## src/rtl/tube_scan_ctrl.sv

```systemverilog
// tube_scan_ctrl: scan scheduler for two 4-digit seven-segment groups.
// A CPU-written shadow register is committed to the displayed value only
// at frame boundaries. Digits are sequenced through a drive/blank cycle,
// and leading zeros can optionally be suppressed.
module tube_scan_ctrl #(
    parameter int DIV       = 15000,
    parameter int BLANK_CYC = 100
) (
    input  logic        clk,
    input  logic        reset,
    input  logic        wr_en,
    input  logic        wr_hi,
    input  logic [31:0] wr_data,
    input  logic        scan_en,
    input  logic        lz_en,
    output logic [3:0]  sel0,
    output logic [3:0]  sel1,
    output logic [3:0]  nib0,
    output logic [3:0]  nib1,
    output logic        blank0,
    output logic        blank1,
    output logic        sign_neg,
    output logic        frame_tick,
    output logic        pending,
    output logic [35:0] shown
);

    localparam logic [1:0] IDLE  = 2'd0;
    localparam logic [1:0] DRIVE = 2'd1;
    localparam logic [1:0] BLANK = 2'd2;

    localparam int CMAX = (DIV > BLANK_CYC) ? DIV : BLANK_CYC;
    localparam int CW   = (CMAX > 1) ? $clog2(CMAX) : 1;
    localparam logic [CW-1:0] DIV_LD = CW'(DIV - 1);
    localparam logic [CW-1:0] BLK_LD = (BLANK_CYC > 0) ? CW'(BLANK_CYC - 1) : '0;

    logic [1:0]    state, state_n;
    logic [1:0]    d, d_n;
    logic [CW-1:0] cnt, cnt_n;
    logic          commit;
    logic [35:0]   shadow, active;
    logic          lz_q;
    logic [3:0]    nib0_q, nib1_q;

    // Position p is suppressed when every digit from p upward is zero.
    function automatic logic lz_suppress(input logic [31:0] v, input logic [2:0] p);
        if (p == 3'd0)
            return 1'b0;
        return (v >> {p, 2'b00}) == 32'd0;
    endfunction

    // Next-state, digit index and dwell counter; commit marks frame entry.
    always_comb begin
        state_n = state;
        d_n     = d;
        cnt_n   = cnt;
        commit  = 1'b0;
        if (!scan_en) begin
            state_n = IDLE;
            d_n     = 2'd0;
            cnt_n   = '0;
        end else begin
            case (state)
                IDLE: begin
                    state_n = DRIVE;
                    d_n     = 2'd0;
                    cnt_n   = DIV_LD;
                    commit  = 1'b1;
                end
                DRIVE: begin
                    if (cnt == '0) begin
                        if (BLANK_CYC == 0) begin
                            d_n    = d + 2'd1;
                            cnt_n  = DIV_LD;
                            commit = (d == 2'd3);
                        end else begin
                            state_n = BLANK;
                            cnt_n   = BLK_LD;
                        end
                    end else begin
                        cnt_n = cnt - 1'b1;
                    end
                end
                BLANK: begin
                    if (cnt == '0) begin
                        state_n = DRIVE;
                        d_n     = d + 2'd1;
                        cnt_n   = DIV_LD;
                        commit  = (d == 2'd3);
                    end else begin
                        cnt_n = cnt - 1'b1;
                    end
                end
                default: begin
                    state_n = IDLE;
                    d_n     = 2'd0;
                    cnt_n   = '0;
                end
            endcase
        end
    end

    // State, shadow/active registers and bookkeeping flags.
    // active samples the pre-write shadow, so a write on the commit edge
    // lands in the following frame and leaves pending set.
    always_ff @(posedge clk) begin
        if (reset) begin
            state      <= IDLE;
            d          <= 2'd0;
            cnt        <= '0;
            shadow     <= '0;
            active     <= '0;
            pending    <= 1'b0;
            frame_tick <= 1'b0;
            lz_q       <= 1'b0;
            nib0_q     <= 4'd0;
            nib1_q     <= 4'd0;
        end else begin
            state      <= state_n;
            d          <= d_n;
            cnt        <= cnt_n;
            frame_tick <= commit;
            lz_q       <= lz_en;
            nib0_q     <= nib0;
            nib1_q     <= nib1;
            if (commit)
                active <= shadow;
            if (wr_en) begin
                if (wr_hi)
                    shadow[35:32] <= wr_data[3:0];
                else
                    shadow[31:0] <= wr_data;
                pending <= 1'b1;
            end else if (commit) begin
                pending <= 1'b0;
            end
        end
    end

    // Digit select/nibble/blank decode from registered state; nibbles hold outside DRIVE.
    always_comb begin
        sel0   = 4'b0000;
        sel1   = 4'b0000;
        nib0   = nib0_q;
        nib1   = nib1_q;
        blank0 = 1'b1;
        blank1 = 1'b1;
        if (state == DRIVE) begin
            nib0 = active[{d, 2'b00} +: 4];
            nib1 = active[{1'b1, d, 2'b00} +: 4];
            if (!(lz_q && lz_suppress(active[31:0], {1'b0, d})))
                sel0 = 4'b0001 << d;
            if (!(lz_q && lz_suppress(active[31:0], {1'b1, d})))
                sel1 = 4'b0001 << d;
            blank0 = ~|sel0;
            blank1 = ~|sel1;
        end
    end

    assign sign_neg = active[31];
    assign shown    = active;

endmodule
```

## config.mk

```make
export PLATFORM = sky130hd
export DESIGN_NAME = tube_scan_ctrl
export DESIGN_NICKNAME = d
export VERILOG_FILES = /design/src/rtl/tube_scan_ctrl.sv
export SDC_FILE = /design/constraint.sdc
export NUM_CORES = 1
export LEC_CHECK = 0
export ABC_AREA = 0
export BUFFER_PORTS_ARGS = -buffer_cell sky130_fd_sc_hd__buf_4
export CORE_MARGIN = 1.5
export CORE_UTILIZATION = 30
export CTS_BUF_LIST = sky130_fd_sc_hd__clkbuf_4
export DETAILED_ROUTE_END_ITERATION = 7
export GPL_TIMING_DRIVEN = 0
export PLACE_DENSITY = 0.46
export SYNTH_ARGS = -nofsm -noshare
export SYNTH_HDL_FRONTEND = slang
export SYNTH_SLANG_ARGS = --single-unit
```

## constraint.sdc

```tcl
create_clock -name clk -period 6.2 [get_ports clk]
set_clock_uncertainty 0.1 [all_clocks]
set_input_delay 0.62 -clock clk [delete_from_list [all_inputs] [get_ports clk]]
set_output_delay 0.62 -clock clk [all_outputs]
set_load 0.005 [all_outputs]
```

=== Word-level counts from Yosys, hierarchy flattened ===
Index checks and enable logic that the tools add are counted.

* Bitwise gates (word level): 3
* Shift-type cells: 5
* Add/subtract/negate cells: 2
* Reductions and logical operators: 17
* Multiplexer cells: 31
* Eq/ne operators: 5

{| class="wikitable"
|+ Operators with widths
! kind !! number
|-
| zero test 32 bit || 2
|-
| case mux 14 bit (3 select lines) || 1
|-
| variable part select 36 x 5 -> 4 bit || 1
|-
| variable part select 36 x 6 -> 4 bit || 1
|-
| 2-to-1 mux 4 bit || 8
|-
| right shift 32 x 4 -> 32 bit || 1
|-
| right shift 32 x 5 -> 32 bit || 1
|-
| 2-to-1 mux 14 bit || 2
|-
| zero test 14 bit || 1
|-
| 2-to-1 mux 1 bit || 14
|-
| subtractor 14 x 1 -> 14 bit (second input constant) || 1
|-
| AND reduction 2 bit || 4
|-
| OR reduction 4 bit || 2
|-
| 2-to-1 mux 2 bit || 3
|-
| case mux 2 bit (3 select lines) || 1
|-
| == test 2 bit (second input constant) || 2
|-
| zero test 2 bit || 2
|-
| inequality test 2 bit (second input constant) || 2
|-
| case mux 2 bit (2 select lines) || 1
|-
| left shift 1 x 2 -> 4 bit (first input constant) || 1
|-
| NOT 1 bit || 3
|-
| adder 2 x 1 -> 2 bit (second input constant) || 1
|-
| == test 2 x 1 -> 1 bit (second input constant) || 1
|-
| logical AND 1 bit || 2
|-
| 4 further kinds || 5
|}

* Bits of input ports: 38
* Word-level logic and storage cells: 74
* Flip-flop bits (word level): 101

=== Depth between registers and ports, before layout ===
* Word-level depth: 11
* Depth in mapped cells: 9
* Gate-level depth less buffers: 7

=== Worst setup path before layout ===
Ideal clock, no wire load.

* Path kind: register to output
* Start point: reg active[12] (netlist: shown[12])
* End point: out blank0
* Buffers on the path: 0
* Data arrival time: 1759 ps
* Setup slack: 3721 ps
* Cell stages (with the launch flop): 6
* Data required time: 5480 ps
* Path through: dfxtp_1 or3_4 or4_4 a211oi_2 o2111a_2 or3_1

* Longest elaborated chain between the ends: 10

{| class="wikitable"
|+ Ends and longest elaborated chain
! element !! RTL line !! text
|-
| from (decl) || 41 || <nowiki>logic [35:0] shadow, active;</nowiki>
|-
| from (signal assigned) || 127 || <nowiki>active <= shadow;</nowiki>
|-
| right shift 32 x 4 -> 32 bit || 49 || <nowiki>return (v >> {p, 2'b00}) == 32'd0;</nowiki>
|-
| zero test 32 bit || 49 ||
|-
| 2-to-1 mux 1 bit || 49 ||
|-
| 2-to-1 mux 1 bit || 148 || <nowiki>if (state == DRIVE) begin</nowiki>
|-
| logical AND 1 bit || 151 || <nowiki>if (!(lz_q && lz_suppress(active[31:0], {1'b0, d})))</nowiki>
|-
| 2-to-1 mux 4 bit || 151 ||
|-
| 2-to-1 mux 4 bit || 148 ||
|-
| OR reduction 4 bit || 155 || <nowiki>blank0 = ~|sel0;</nowiki>
|-
| zero test 1 bit || 155 ||
|-
| 2-to-1 mux 1 bit || 148 ||
|-
| to (decl) || 20 || <nowiki>output logic blank0,</nowiki>
|}

No other way between the ends. The select of a mux whose other input is x is not followed.

=== Final worst setup path ===
* Start point: reg active[16] (netlist: shown[16])
* End point: out blank0

Same word-level chain as after synthesis.

==> impl_results.md <==
- Height of the chip: 124.5 um
- RR Startpoint: d[1]
- Largest family of logic cells by synthesized area: simple AND/OR/NAND/NOR gates
- Post-Route WL: 13330 um
- Starting DRT DRC Count: 209
- Post-Place Cell Area: 5361 sq um
- Number of diodes: 0
- Initial antenna violation count: 0
- Cells along the critical path: or3_1 > or4_4 > a211oi_2 > o2111a_2 > or3_1 > buf_4
- Max Slew Vio Count: 0
- Yosys cell types: 58
- Simple-gate share of the synthesized area: 0.2646
- Initial Utilization: 0.3057
- # fillers: 1543
- Lkg Pwr: 0.002136 uW
- Final worst-path cycle share: 0.5227
- # DRC: 0
- Setup bufs post-CTS: 0
- Yosys reg bits: 101
- Seq/Total Area, Yosys: 0.4569
- Total CTS buffers: 9
- Final hold vios: 0
- Post-synth top flop: dfxtp_1
- Outcome: complete, no violations
- Min Tclk post-route: 3.241 ns
- Critical Path Slowest Stage Cell: or4_4
- I/O Pins: 95
- Largest net degree at the start of global routing: 17
- Reg area: 2022 sq um
- Detailed Routing Iterations Pass 1: 6
- Mux share of post-synthesis cell area: 0.04128
- Gate Count Post-Synth: 556
- Adder-cell share of the synthesized area: 0.01414
- Mapped Nets: 599
- Synth Area in XOR/XNOR: 0.01781
- Ys Warns: 0
- Crit path max-delay family: simple AND/OR/NAND/NOR gates
- Total track usage: 0.1750
- Vias in the first global route: 4077
- PostCTS Resize Cnt: 0
- CTS clk-pin slew, worst paths: 0.16 ns
- Worst path most repeated cell: or3_1
- Die width: 124.5 um
- Reg-to-reg slack, setup: 3.65 ns
- Root buffer cell: clkbuf_4
- WP data arrival: 2.52 ns
- Synth area leaders: dfxtp_1 46%, nand2_1 15%, a21oi_1 11%
- R2R cell count: 8
- Worst hold path depth: 2
- Area growth, synth to finish: 23.95%
- Slew HR: 0.5719
- Synth area leader: dfxtp_1
- Hold crit path type: input pin to flop
- Buffers and inverters on the worst path: 1
- Share of the synthesized area in the top cell type: 0.4569
- Worst Tran Pin Value: 0.6421 ns
- Clk_lat worst skew: 0.48 ns
- Setup TNS: 0 ns
- RR Endpoint: shown[35]
- Row Count: 44
- EDFF count, synth: 0
- CTS tree: done
- Hold Path End: lz_q
- Global route overflow: 0
- Synth async-reset ratio: 0
- Fmax: 308.5 MHz
- Die ar.: 15490 sq um
- RSZ-0062 raised after global routing: no
- CP required: 5.48 ns
- Via/cell ratio: 4.876
- Final Wtd Congestion: 0.7792
- Count leader, synth: nand2_1
- Crit Path Max Fanout: 5
- Share of cells above drive strength 1: 0.2087
- DP HPWL: 10110 um
- Maxcap violations: 0
- # hold bufs at CTS: 0
- Sink Count: 101
- IR drop worst, VDD: 122.7 uV
- Global-route wire length before repair: 21470 um
- Fin area: 5485 sq um
- # setup viols final: 0
- Commonest cells in the synthesized netlist: 172 x nand2_1, 101 x dfxtp_1, 94 x a21oi_1, 27 x clkbuf_1, 24 x nor2_1
- CP Capture Type: output port
- Detail Route Antenna Nets: 0
- Final net count: 704
- DR vias: 4145
- DR WL/cell: 15.68 um
- Crit path launch type: flop
- H-tree levels: 3
- Compound-Gate Fraction of Synth Area: 0.1643
- Longest Clk Path Bufs: 2
- Worst path max stage delay: 0.49 ns
- Avg Cell Area, Syn: 7.960 sq um
- Core region area: 14480 sq um
- Mapped Area: 4425 sq um
- # port buffers: 94
- Min-delay src: lz_en
- Setup CP Type: flop to output port
- PD cells: 216.8 nW/um^2
- Multi-input gate area: 2222 sq um
==> through the flow <==
stage               power, uW  setup slack, ns  cells    util  hold slack, ns
CTS                      1209            2.903    850  0.3788          0.2240
detailed placement      873.4            3.485    834  0.3703          0.3489
global placement        870.9            3.485    834  0.3703          0.3409
finish                   1189            2.959    850  0.3788          0.2601
global route             1252            2.837    850  0.3788          0.2288
floorplan               802.9            3.721    556       -          0.3321
==> worst max-delay path by stage <==
stage	startpoint	to	slack (ns)	cells after the start
after floorplan	shown[12]	blank0	3.72	5
after global placement	shown[16]	blank0	3.48	6
after detailed placement	shown[12]	blank0	3.48	6
after CTS	shown[12]	blank0	2.90	6
after global routing	d[0]	blank0	2.84	7
final	shown[16]	blank0	2.96	6
==> metal layers <==
layer  track usage  routed length (um)  share of wire  vias to the layer above
li1              -                   -              -                     2106
met1        0.2102                5743           0.43                     1933
met2        0.3028                6815           0.51                       91
met3       0.04338                 563          0.042                       15
met4       0.06220                 209          0.016                        0
met5             0                   0              0                        -
==> layout by cell type, fill, tap and decap left out, drive strengths merged, types with 8 or more instances in the layout <==
master  count
nor4        8
clkbuf     39
a21oi      94
nor3       14
o21ai       9
xnor2       9
nor2       25
buf       104
nand2     172
dfxtp     101
==> final cells by class <==
| cell class | instances | share of cell area |
|---|---|---|
| inverters | 6 | 0.004106 |
| repair buffers | 94 | 0.1286 |
| plain buffers | 37 | 0.02897 |
| flip-flops and latches | 101 | 0.3686 |
| multi-input cells | 412 | 0.4051 |
| clock inverters | 4 | 0.006159 |
| well taps | 184 | 0.04197 |
| clock buffers | 12 | 0.01642 |
==> kinds of logic (layout without fill, tap and decap cells) <==
kind of cell / after synthesis / in the layout
xor gates and xnor gates: 9 / 9
buffers and inverters: 43 / 153
muxes: 9 / 9
and+or+nand+nor: 261 / 261
DFF: 101 / 101
adders and majority gates: 5 / 5
AOI/OAI and AO/OA: 128 / 128
==> flip-flops by register name, summed over array words and instances, names as in the netlist <==
register and count:
frame_tick 1, lz_q 1, state 2, shown 36
nib1_q 4, cnt 14, pending 1, shadow 36
d 2, nib0_q 4
==> report_power, final <==
group | internal, uW | leakage, uW | total (uW) | switching (uW)
logic | 71.4 | 0.00125 | 167 | 95.7
clock network | 99.4 | 0.0000681 | 330 | 231
registers | 672 | 0.000823 | 692 | 19.5
total | 843 | 0.00214 | 1190 | 346
Power figures use the tool's default switching activity.
